## config.mk

```make
export PLATFORM = sky130hd
export DESIGN_NAME = time_set_ctrl_flat
export DESIGN_NICKNAME = d
export VERILOG_FILES = /design/src/rtl/time_pkg.sv /design/src/rtl/time_set_ctrl_if.sv /design/src/rtl/time_set_ctrl_key_debounce.sv /design/src/rtl/time_set_ctrl.sv /design/src/flat_wrapper.sv
export SDC_FILE = /design/constraint.sdc
export NUM_CORES = 1
export LEC_CHECK = 0
export ABC_AREA = 0
export BUFFER_PORTS_ARGS = -buffer_cell sky130_fd_sc_hd__buf_2
export CORE_UTILIZATION = 35
export DETAILED_ROUTE_END_ITERATION = 12
export SLEW_MARGIN = 25
export SYNTH_ARGS = -nofsm -noshare
export SYNTH_HDL_FRONTEND = slang
export SYNTH_SLANG_ARGS = --single-unit
```

## constraint.sdc

```tcl
create_clock -name clk -period 6 [get_ports clk]
set_clock_uncertainty 0.1 [all_clocks]
set_input_delay 1.2 -clock clk [delete_from_list [all_inputs] [get_ports clk]]
set_output_delay 1.2 -clock clk [all_outputs]
set_load 0.02 [all_outputs]
```

## src/rtl/time_pkg.sv

```systemverilog
// Shared definitions for the time-set controller: editing modes, field limits,
// key indices and wrap-around step helpers for the hours/minutes fields.
package time_pkg;

   typedef enum logic [1:0] {
      MODE_RUN   = 2'd0,
      MODE_SET_H = 2'd1,
      MODE_SET_M = 2'd2
   } mode_t;

   localparam logic [4:0] MAX_HOURS   = 5'd23;
   localparam logic [5:0] MAX_MINUTES = 6'd59;

   localparam int KEY_MODE   = 0;
   localparam int KEY_INC    = 1;
   localparam int KEY_DEC    = 2;
   localparam int KEY_CANCEL = 3;

   // One step of the hours field, wrapping 23 <-> 0.
   function automatic logic [4:0] hours_step(input logic [4:0] h, input logic up);
      if (up) return (h == MAX_HOURS) ? 5'd0 : h + 5'd1;
      else    return (h == 5'd0) ? MAX_HOURS : h - 5'd1;
   endfunction

   // One step of the minutes field, wrapping 59 <-> 0.
   function automatic logic [5:0] minutes_step(input logic [5:0] m, input logic up);
      if (up) return (m == MAX_MINUTES) ? 6'd0 : m + 6'd1;
      else    return (m == 6'd0) ? MAX_MINUTES : m - 6'd1;
   endfunction

endpackage

```

## src/rtl/time_set_ctrl_if.sv

```systemverilog
// Signal bundle between the time-set controller and its surroundings:
// raw keys and live time in, shadow time, load strobe and display flags out.
interface time_set_ctrl_if;
   logic [3:0] key_n;
   logic [4:0] cur_hours;
   logic [5:0] cur_minutes;
   logic [4:0] set_hours;
   logic [5:0] set_minutes;
   logic       load;
   logic       hold_run;
   logic [1:0] mode;
   logic       blink_on;
   logic       hours_visible;
   logic       minutes_visible;

   modport slave (
      input  key_n, cur_hours, cur_minutes,
      output set_hours, set_minutes, load, hold_run, mode,
             blink_on, hours_visible, minutes_visible
   );

   modport master (
      output key_n, cur_hours, cur_minutes,
      input  set_hours, set_minutes, load, hold_run, mode,
             blink_on, hours_visible, minutes_visible
   );
endinterface

```

## src/rtl/time_set_ctrl_key_debounce.sv

```systemverilog
// Debouncer for one active-low push-button: 2-FF synchronizer, stability
// counter, and a one-cycle press pulse on an accepted 1->0 transition.
module key_debounce #(
   parameter int DEBOUNCE_CYCLES = 500_000
) (
   input  logic clk,
   input  logic reset_n,
   input  logic key_raw,
   output logic stable,
   output logic press
);

   localparam int CW = (DEBOUNCE_CYCLES > 1) ? $clog2(DEBOUNCE_CYCLES) : 1;

   logic          sync_a;
   logic          sync_b;
   logic [CW-1:0] cnt;

   // Bring the asynchronous key into the clock domain (idle level is released).
   always_ff @(posedge clk or negedge reset_n) begin
      if (!reset_n) begin
         sync_a <= 1'b1;
         sync_b <= 1'b1;
      end else begin
         sync_a <= key_raw;
         sync_b <= sync_a;
      end
   end

   // Accept a new level once it has differed from the stable one long enough.
   always_ff @(posedge clk or negedge reset_n) begin
      if (!reset_n) begin
         cnt    <= '0;
         stable <= 1'b1;
         press  <= 1'b0;
      end else begin
         press <= 1'b0;
         if (sync_b == stable) begin
            cnt <= '0;
         end else if (cnt == CW'(DEBOUNCE_CYCLES - 1)) begin
            cnt    <= '0;
            stable <= sync_b;
            press  <= stable;   // only a released->pressed change is an event
         end else begin
            cnt <= cnt + 1'b1;
         end
      end
   end

endmodule

```

## src/rtl/time_set_ctrl.sv

```systemverilog
// Time-set controller: debounces four keys and runs the RUN/SET_H/SET_M editor
// for the shadow hh:mm, issuing a one-cycle load strobe on confirmation.
// Also produces the blink phase and per-field visibility flags.
// Optional build macro TIME_SET_AUTOREPEAT_EN adds auto-repeat of held inc/dec.
module time_set_ctrl
   import time_pkg::*;
#(
   parameter int DEBOUNCE_CYCLES     = 500_000,
   parameter int BLINK_HALF_CYCLES   = 25_000_000,
   parameter int REPEAT_DELAY_CYCLES = 25_000_000,
   parameter int REPEAT_RATE_CYCLES  = 10_000_000
) (
   input  logic           clk,
   input  logic           reset_n,
   time_set_ctrl_if.slave bus
);

   localparam int BW = (BLINK_HALF_CYCLES > 1) ? $clog2(BLINK_HALF_CYCLES) : 1;

   logic [1:0]    rst_sync;
   logic          rst_int_n;
   logic [3:0]    key_stable;
   logic [3:0]    key_press;
   mode_t         mode_q;
   mode_t         mode_nx;
   logic [4:0]    hours_q;
   logic [5:0]    minutes_q;
   logic          load_q;
   logic          blink_q;
   logic [BW-1:0] blink_cnt;
   logic          capture;
   logic          load_nx;
   logic          step_up;
   logic          step_dn;
   logic          blink_restart;
   logic          inc_evt;
   logic          dec_evt;
   logic          rpt_inc;
   logic          rpt_dec;

   // Reset asserts immediately and releases synchronously to the clock.
   always_ff @(posedge clk or negedge reset_n) begin
      if (!reset_n) rst_sync <= 2'b00;
      else          rst_sync <= {rst_sync[0], 1'b1};
   end
   assign rst_int_n = rst_sync[1];

   for (genvar i = 0; i < 4; i++) begin : g_key
      key_debounce #(.DEBOUNCE_CYCLES(DEBOUNCE_CYCLES)) u_key_debounce (
         .clk     (clk),
         .reset_n (rst_int_n),
         .key_raw (bus.key_n[i]),
         .stable  (key_stable[i]),
         .press   (key_press[i])
      );
   end

`ifdef TIME_SET_AUTOREPEAT_EN
   localparam int RPT_MAX = (REPEAT_DELAY_CYCLES > REPEAT_RATE_CYCLES) ?
                            REPEAT_DELAY_CYCLES : REPEAT_RATE_CYCLES;
   localparam int RW      = (RPT_MAX > 1) ? $clog2(RPT_MAX) : 1;

   logic [RW-1:0] rpt_cnt;
   logic          rpt_armed;
   logic          held_inc;
   logic          held_dec;
   logic          rpt_hold;
   logic          rpt_fire;

   assign held_inc = ~key_stable[KEY_INC];
   assign held_dec = ~key_stable[KEY_DEC];
   // A mode/cancel event means the state is about to change, so the hold restarts.
   assign rpt_hold = (mode_q != MODE_RUN) && (held_inc ^ held_dec) &&
                     !key_press[KEY_MODE] && !key_press[KEY_CANCEL];
   assign rpt_fire = rpt_hold && (rpt_armed ? (rpt_cnt == RW'(REPEAT_RATE_CYCLES - 1))
                                            : (rpt_cnt == RW'(REPEAT_DELAY_CYCLES - 1)));
   assign rpt_inc  = rpt_fire & held_inc;
   assign rpt_dec  = rpt_fire & held_dec;

   // Hold timer: first step after the delay, then one step per rate period.
   always_ff @(posedge clk or negedge rst_int_n) begin
      if (!rst_int_n) begin
         rpt_cnt   <= '0;
         rpt_armed <= 1'b0;
      end else if (!rpt_hold) begin
         rpt_cnt   <= '0;
         rpt_armed <= 1'b0;
      end else if (rpt_fire) begin
         rpt_cnt   <= '0;
         rpt_armed <= 1'b1;
      end else begin
         rpt_cnt <= rpt_cnt + 1'b1;
      end
   end
`else
   localparam int unused_rpt_cfg = REPEAT_DELAY_CYCLES + REPEAT_RATE_CYCLES;
   logic unused_stable;
   assign unused_stable = &key_stable;
   assign rpt_inc = 1'b0;
   assign rpt_dec = 1'b0;
`endif

   assign inc_evt = key_press[KEY_INC] | rpt_inc;
   assign dec_evt = key_press[KEY_DEC] | rpt_dec;

   // Editor state register.
   always_ff @(posedge clk or negedge rst_int_n) begin
      if (!rst_int_n) mode_q <= MODE_RUN;
      else            mode_q <= mode_nx;
   end

   // Next state and edit actions; cancel beats mode, both beat inc/dec.
   always_comb begin
      mode_nx       = mode_q;
      capture       = 1'b0;
      load_nx       = 1'b0;
      step_up       = 1'b0;
      step_dn       = 1'b0;
      blink_restart = 1'b0;
      unique case (mode_q)
         MODE_RUN: begin
            if (key_press[KEY_MODE]) begin
               mode_nx       = MODE_SET_H;
               capture       = 1'b1;
               blink_restart = 1'b1;
            end
         end
         MODE_SET_H, MODE_SET_M: begin
            if (key_press[KEY_CANCEL]) begin
               mode_nx = MODE_RUN;
            end else if (key_press[KEY_MODE]) begin
               if (mode_q == MODE_SET_H) begin
                  mode_nx       = MODE_SET_M;
                  blink_restart = 1'b1;
               end else begin
                  mode_nx = MODE_RUN;
                  load_nx = 1'b1;
               end
            end else if (inc_evt && !dec_evt) begin
               step_up       = 1'b1;
               blink_restart = 1'b1;
            end else if (dec_evt && !inc_evt) begin
               step_dn       = 1'b1;
               blink_restart = 1'b1;
            end
         end
         default: mode_nx = MODE_RUN;
      endcase
   end

   // Shadow time and load strobe: capture live time, or step the active field.
   always_ff @(posedge clk or negedge rst_int_n) begin
      if (!rst_int_n) begin
         hours_q   <= '0;
         minutes_q <= '0;
         load_q    <= 1'b0;
      end else begin
         load_q <= load_nx;
         if (capture) begin
            hours_q   <= bus.cur_hours;
            minutes_q <= bus.cur_minutes;
         end else if (step_up || step_dn) begin
            if (mode_q == MODE_SET_H) hours_q   <= hours_step(hours_q, step_up);
            else                      minutes_q <= minutes_step(minutes_q, step_up);
         end
      end
   end

   // Blink phase: free-running half-period toggle, restarted visible on edits.
   always_ff @(posedge clk or negedge rst_int_n) begin
      if (!rst_int_n) begin
         blink_cnt <= '0;
         blink_q   <= 1'b1;
      end else if (blink_restart) begin
         blink_cnt <= '0;
         blink_q   <= 1'b1;
      end else if (blink_cnt == BW'(BLINK_HALF_CYCLES - 1)) begin
         blink_cnt <= '0;
         blink_q   <= ~blink_q;
      end else begin
         blink_cnt <= blink_cnt + 1'b1;
      end
   end

   assign bus.set_hours       = hours_q;
   assign bus.set_minutes     = minutes_q;
   assign bus.load            = load_q;
   assign bus.hold_run        = (mode_q != MODE_RUN);
   assign bus.mode            = mode_q;
   assign bus.blink_on        = blink_q;
   assign bus.hours_visible   = (mode_q != MODE_SET_H) | blink_q;
   assign bus.minutes_visible = (mode_q != MODE_SET_M) | blink_q;

endmodule

```

## src/flat_wrapper.sv

```systemverilog
// flat-port wrapper written by rule: the top's interface ports become plain ports
module time_set_ctrl_flat import time_pkg::*;
#(
   parameter int DEBOUNCE_CYCLES     = 500_000,
   parameter int BLINK_HALF_CYCLES   = 25_000_000,
   parameter int REPEAT_DELAY_CYCLES = 25_000_000,
   parameter int REPEAT_RATE_CYCLES  = 10_000_000
)
  (clk, reset_n, bus_key_n, bus_cur_hours, bus_cur_minutes, bus_set_hours, bus_set_minutes, bus_load, bus_hold_run, bus_mode, bus_blink_on, bus_hours_visible, bus_minutes_visible);
  time_set_ctrl_if bus_i ();
  input  logic clk;
  input  logic reset_n;
  input wire logic [$bits(bus_i.key_n)-1:0] bus_key_n;
  input wire logic [$bits(bus_i.cur_hours)-1:0] bus_cur_hours;
  input wire logic [$bits(bus_i.cur_minutes)-1:0] bus_cur_minutes;
  output wire logic [$bits(bus_i.set_hours)-1:0] bus_set_hours;
  output wire logic [$bits(bus_i.set_minutes)-1:0] bus_set_minutes;
  output wire logic [$bits(bus_i.load)-1:0] bus_load;
  output wire logic [$bits(bus_i.hold_run)-1:0] bus_hold_run;
  output wire logic [$bits(bus_i.mode)-1:0] bus_mode;
  output wire logic [$bits(bus_i.blink_on)-1:0] bus_blink_on;
  output wire logic [$bits(bus_i.hours_visible)-1:0] bus_hours_visible;
  output wire logic [$bits(bus_i.minutes_visible)-1:0] bus_minutes_visible;
  assign bus_i.key_n = bus_key_n;
  assign bus_i.cur_hours = bus_cur_hours;
  assign bus_i.cur_minutes = bus_cur_minutes;
  assign bus_set_hours = bus_i.set_hours;
  assign bus_set_minutes = bus_i.set_minutes;
  assign bus_load = bus_i.load;
  assign bus_hold_run = bus_i.hold_run;
  assign bus_mode = bus_i.mode;
  assign bus_blink_on = bus_i.blink_on;
  assign bus_hours_visible = bus_i.hours_visible;
  assign bus_minutes_visible = bus_i.minutes_visible;
  time_set_ctrl #(.DEBOUNCE_CYCLES(DEBOUNCE_CYCLES), .BLINK_HALF_CYCLES(BLINK_HALF_CYCLES), .REPEAT_DELAY_CYCLES(REPEAT_DELAY_CYCLES), .REPEAT_RATE_CYCLES(REPEAT_RATE_CYCLES)) u_core (.clk(clk), .reset_n(reset_n), .bus(bus_i));
endmodule
```

## Yosys cells after proc, flatten, opt, wreduce, memory -nomap -nowiden

Index checks and enable logic that the tools add are counted.

| storage, ports and cells | value |
|---|---|
| input port bits | 17 |
| register bits | 134 |
| memory bits (writable) | 0 |
| latch bits | 0 |
| output and inout bits | 18 |
| memories | 0 |
| memory bits (read-only) | 0 |

| operators by class | value |
|---|---|
| equal/unequal tests | 18 |
| add/subtract/negate cells | 9 |
| bitwise logic cells | 7 |
| reductions and logical operators | 20 |
| $mul | 0 |
| shift-type cells | 0 |
| div/mod/pow operators | 0 |
| order comparisons | 0 |
| mux-type cells | 57 |

Operators with widths:

| cell | count |
|---|---|
| $mux 19 | 8 |
| $add 19x1->19 const B | 4 |
| $eq 19x19->1 const B | 4 |
| $mux 25 | 2 |
| $mux 6 | 6 |
| $mux 5 | 6 |
| $mux 1 | 29 |
| $add 25x1->25 const B | 1 |
| $eq 25x25->1 const B | 1 |
| $reduce_and 2->1 | 7 |
| $mux 2 | 4 |
| $reduce_bool 2->1 | 4 |
| $add 6x1->6 const B | 1 |
| $eq 6x6->1 const B | 1 |
| $logic_not 6->1 | 1 |
| $sub 6x1->6 const B | 1 |
| $add 5x1->5 const B | 1 |
| $eq 5x5->1 const B | 1 |
| $logic_not 5->1 | 1 |
| $not 1->1 | 5 |
| $sub 5x1->5 const B | 1 |
| $eq 1x1->1 | 4 |
| $ne 2x1->1 const B | 2 |
| $ne 2x2->1 const B | 2 |
| 11 further kinds | 14 |

## Logic depth before layout (Yosys ltp)

| depth | value |
|---|---|
| word-level depth | 10 |
| depth in mapped cells | 9 |
| gate-level depth less buffers | 7 |

## Hierarchy

From an unflattened synthesis, not the netlist that was laid out.

| unflattened totals | value |
|---|---|
| cell total of the unflattened synthesis | 743 |
| area, all modules | 7245.7 um2 |

Modules (own cells, without submodules):

| module | seq. area each (um2) | area an instance (um2) | cells an instance | instances |
|---|---|---|---|---|
| key_debounce | 579.3 | 1122.3 | 110 | 4 |
| time_set_ctrl | 1052.3 | 2756.4 | 303 | 1 |

## Least setup slack after synthesis

Ideal clock, no wire load.

| timing | value |
|---|---|
| kind | reg2out |
| start point | reg u_core.mode_q[1] (netlist: u_core.bus.mode[1]) |
| end point | out bus_hours_visible |
| required time | 4.700 ns |
| stages on the path, launching flop included | 4 |
| buffers on the path | 0 |
| data arrival time | 1.032 ns |
| slack | 3.668 ns |
| cell sequence | dfrtp_1 -> inv_1 -> ha_1 -> nand2b_1 |

| between the ends | value |
|---|---|
| longest elaborated chain between the ends | 2 |

Ends and longest elaborated chain:

| item | RTL line | RTL |
|---|---|---|
| start: declaration | time_set_ctrl.sv:24 | `mode_t mode_q;` |
| start signal: assignment | time_set_ctrl.sv:109 | `else mode_q <= mode_nx;` |
| $ne 2x1->1 | time_set_ctrl.sv:191 | `assign bus.hours_visible = (mode_q != MODE_SET_H) \| blink_q;` |
| $or 1x1->1 | time_set_ctrl.sv:191 |  |
| end: declaration | flat_wrapper.sv:22 | `output wire logic [$bits(bus_i.hours_visible)-1:0] bus_hours_visible;` |

No other way between the ends.

## Worst setup path in the final report

| timing | value |
|---|---|
| start point | reg u_core.mode_q[0] (netlist: u_core.bus.mode[0]) |
| end point | out bus_hold_run |

| between the ends | value |
|---|---|
| longest elaborated chain between the ends | 1 |

Ends and longest elaborated chain:

| item | RTL line | RTL |
|---|---|---|
| $reduce_bool 2->1 | time_set_ctrl.sv:188 | `assign bus.hold_run = (mode_q != MODE_RUN);` |
| end: declaration | flat_wrapper.sv:19 | `output wire logic [$bits(bus_i.hold_run)-1:0] bus_hold_run;` |

No other way between the ends.

==> results.py <==
metrics = {
    "sta": {
        "setup_viol": 0,
        "slew_violations": 0,
        "fmax_ghz": 0.355,
        "post-route-min-period_ns": 2.82,
        "worstMarginPinSlew_ns": 0.869,
        "tns_ns": 0,
        "timing.final.hold_violations": 0,
        "period_share_pct": 47.0,
        "slew_headroom_pct": 42.1,
        "rsz0062_at_grt": "no",
    },
    "setup_path": {
        "worst_path_most_repeated_cell": "inv_1",
        "required_ns": 4.70,
        "cp.arrival_ns": 1.52,
        "r2r_slack_ns": 3.41,
        "cp_top_family": "flip-flops",
        "reg2reg_from": "u_core.bus.mode[0]",
        "critical_path_class": "flop to output pin",
        "end_kind": "output pin",
        "max_stage_delay_ns": 0.43,
        "crit_fanout": 6,
        "timing.rr.end": "u_core.blink_cnt[2]",
        "crit_path_start_kind": "flop",
        "slowest_stage": "dfrtp_1",
        "path_cells": "inv_1 > ha_1 > inv_1 > buf_2",
        "reg2reg_depth": 7,
        "path_buf_inv": 3,
    },
    "placement": {
        "dpl_cell_area_um2": 7230,
        "portBuffers": 34,
        "globalplace.congestion": 0.790,
        "hpwl_mm": 8.67,
        "placed_cells": 972,
    },
    "yosys": {
        "synth-edff-count": 0,
        "synth_area_um2": 6840,
        "ys_warn_count": 0,
        "syn_nets": 730,
        "synth.top_cells.by_area": "dfrtp_1, xor2_1, nor2_1",
        "synth_top_cell_by_area": "dfrtp_1",
        "ys_seq_elements": 134,
        "synth_top_area_share_pct": 44.3,
        "async_reset_ff_share_pct": 100,
        "synthDistinctLibCells": 60,
        "avgSynthCellArea_um2": 9.84,
        "ys.flop_type": "dfrtp_1",
        "synth_cells": 695,
        "seq_area_frac_synth_pct": 49.3,
    },
    "status": {
        "status": "completed",
    },
    "finish": {
        "final_cell_mix": "nor2_1, dfrtp_1, xor2_1",
        "diodes": 0,
        "nNetsFinal": 766,
        "final_cell_area_um2": 7800,
        "area_growth_pct": 14.0,
        "layout_commonest_cell": "nor2_1",
        "drive_gt1_share_pct": 13.6,
        "final_util_pct": 41.1,
        "final_cells": 1004,
    },
    "power_and_ir_drop": {
        "p_per_area_nw_per_um2": 253,
        "p_leak_uw": 0.00335,
        "ir_drop_mv": 0.195,
        "p_total_uw": 1970,
    },
    "cts": {
        "numCtsBuffers": 17,
        "ctsHtreeMaxLevel": 4,
        "clkSinkCount": 134,
        "cts_root_buffer": "clkbuf_16",
        "insertion_delay_ns": 0.42,
        "clock_path_buffers": 2,
        "cts.clk_slew.worst_paths_ns": 0.06,
        "cts_tree": "built",
        "post_cts_buffers": 0,
        "cts_resized": 0,
        "hold_buffers": 0,
    },
    "floorplan": {
        "die_y_um": 142,
        "fp.dieW_um": 142,
        "design.portCount": 35,
        "dieArea_um2": 20100,
        "start_util_pct": 36.1,
        "core-area_um2": 19000,
        "placementRows": 50,
    },
    "detailed_routing": {
        "routed.top_layer": "met4",
        "postRouteAntennaNets": 0,
        "drc": 0,
        "firstDrtPassIters": 4,
        "vias": 4892,
        "wl_mm": 12.9,
        "drt_iter0_drc": 261,
        "wl_met1_mm": 6.35,
        "via_per_inst": 4.87,
        "wl_met3_um": 501,
        "wl_met2_mm": 5.90,
        "wl_per_cell_um": 12.8,
    },
    "global_routing": {
        "grt_max_degree": 52,
        "grt-ovfl-total": 0,
        "grt_pass1_vias": 4787,
        "antenna_found_initial": 0,
        "gr-usage-all-layers_pct": 14.4,
        "grt_pass1_wl_mm": 23.0,
    },
    "run": {
        "cap_violations": 0,
    },
    "min_path": {
        "min_path_type": "flop to flop",
        "min_from": "u_core.rst_sync[0]",
        "min_to": "u_core.rst_sync[1]",
        "holdPathStages": 0,
    },
}
## sequential cells by signal, summed over array words and instances, names as in the netlist
signal / cells
u_core.bus.set_hours: 5
u_core.g_key.u_key_debounce.press: 4
u_core.bus.load: 1
u_core.g_key.u_key_debounce.cnt: 76
u_core.g_key.u_key_debounce.sync_b: 4
u_core.blink_cnt: 25
u_core.bus.mode: 2
u_core.g_key.u_key_debounce.stable: 4
u_core.rst_sync: 2
u_core.bus.blink_on: 1
u_core.g_key.u_key_debounce.sync_a: 4
u_core.bus.set_minutes: 6
## worst max path at each step
| stage | start | end | slack [ns] | cells past startpoint |
|---|---|---|---|---|
| 5_1_grt | u_core.bus.mode[0] | bus_hold_run | 3.05 | 4 |
| 6_report | u_core.bus.mode[0] | bus_hold_run | 3.18 | 4 |
| 4_1_cts | u_core.bus.mode[1] | bus_hours_visible | 3.14 | 4 |
| 2_1_floorplan | u_core.rst_sync[1] | u_core.blink_cnt[0] | 1.91 | 0 |
| 3_5_place_dp | u_core.bus.mode[0] | u_core.blink_cnt[24] | 3.41 | 7 |
| 3_3_place_gp | u_core.bus.mode[0] | u_core.blink_cnt[13] | 3.49 | 7 |
## cells by family after synthesis
group,share of synthesized area (%)
other,0.0548
adders and majority gates,3.29
muxes,0.805
and+or+nand+nor,25.6
buffers and inverters,3.18
DFF,49.3
AOI/OAI and AO/OA,4.97
xor gates and xnor gates,12.8
## worst reg2reg max path, cell delays in order (launching register included)
cell and delay, ns:
dfrtp_1 0.43, inv_1 0.12, ha_1 0.33, nor2b_2 0.24, a21oi_1 0.10, a211oi_1 0.26, or2_1 0.71, nor2_1 0.14
## stage by stage
stage	hold WS (ns)	worst slack (ns)
2_1_floorplan	0.231	1.91
3_3_place_gp	0.237	3.49
3_5_place_dp	0.237	3.41
4_1_cts	0.252	3.14
5_1_grt	0.259	3.05
6_report	0.250	3.18
## synthesized netlist by cell type (all sizes together), types with 6 or more instances
library cell	number
a21oi	12
and3	13
and4	11
buf	13
clkbuf	6
dfrtp	121
dfstp	13
ha	18
inv	25
nand2	48
nand3	48
nand4	24
nor2	130
nor3	20
nor4	9
nor4b	6
o21ai	15
xnor2	43
xor2	57
## final cells by class
type                       instances  area, um^2
clock buffer                      19         453
tap                              260         325
multi-input combinational        517        3250
sequential                       134        3370
clock inverter                    13         111
inverter                          25        93.8
timing repair buffer              36         185
fill                            1866       11200
## routing by layer
layer	up-vias	GRT usage, %
met1	2353	19.7
met2	75	22.0
met4	0	5.15
met3	8	3.71
met5	-	0
li1	2456	-
## power by group
group | switching [uW] | internal (uW)
clock network | 433 | 562
registers | 16.1 | 917
logic | 29.9 | 14.9
Note: power is estimated with default switching activity, not from simulation.
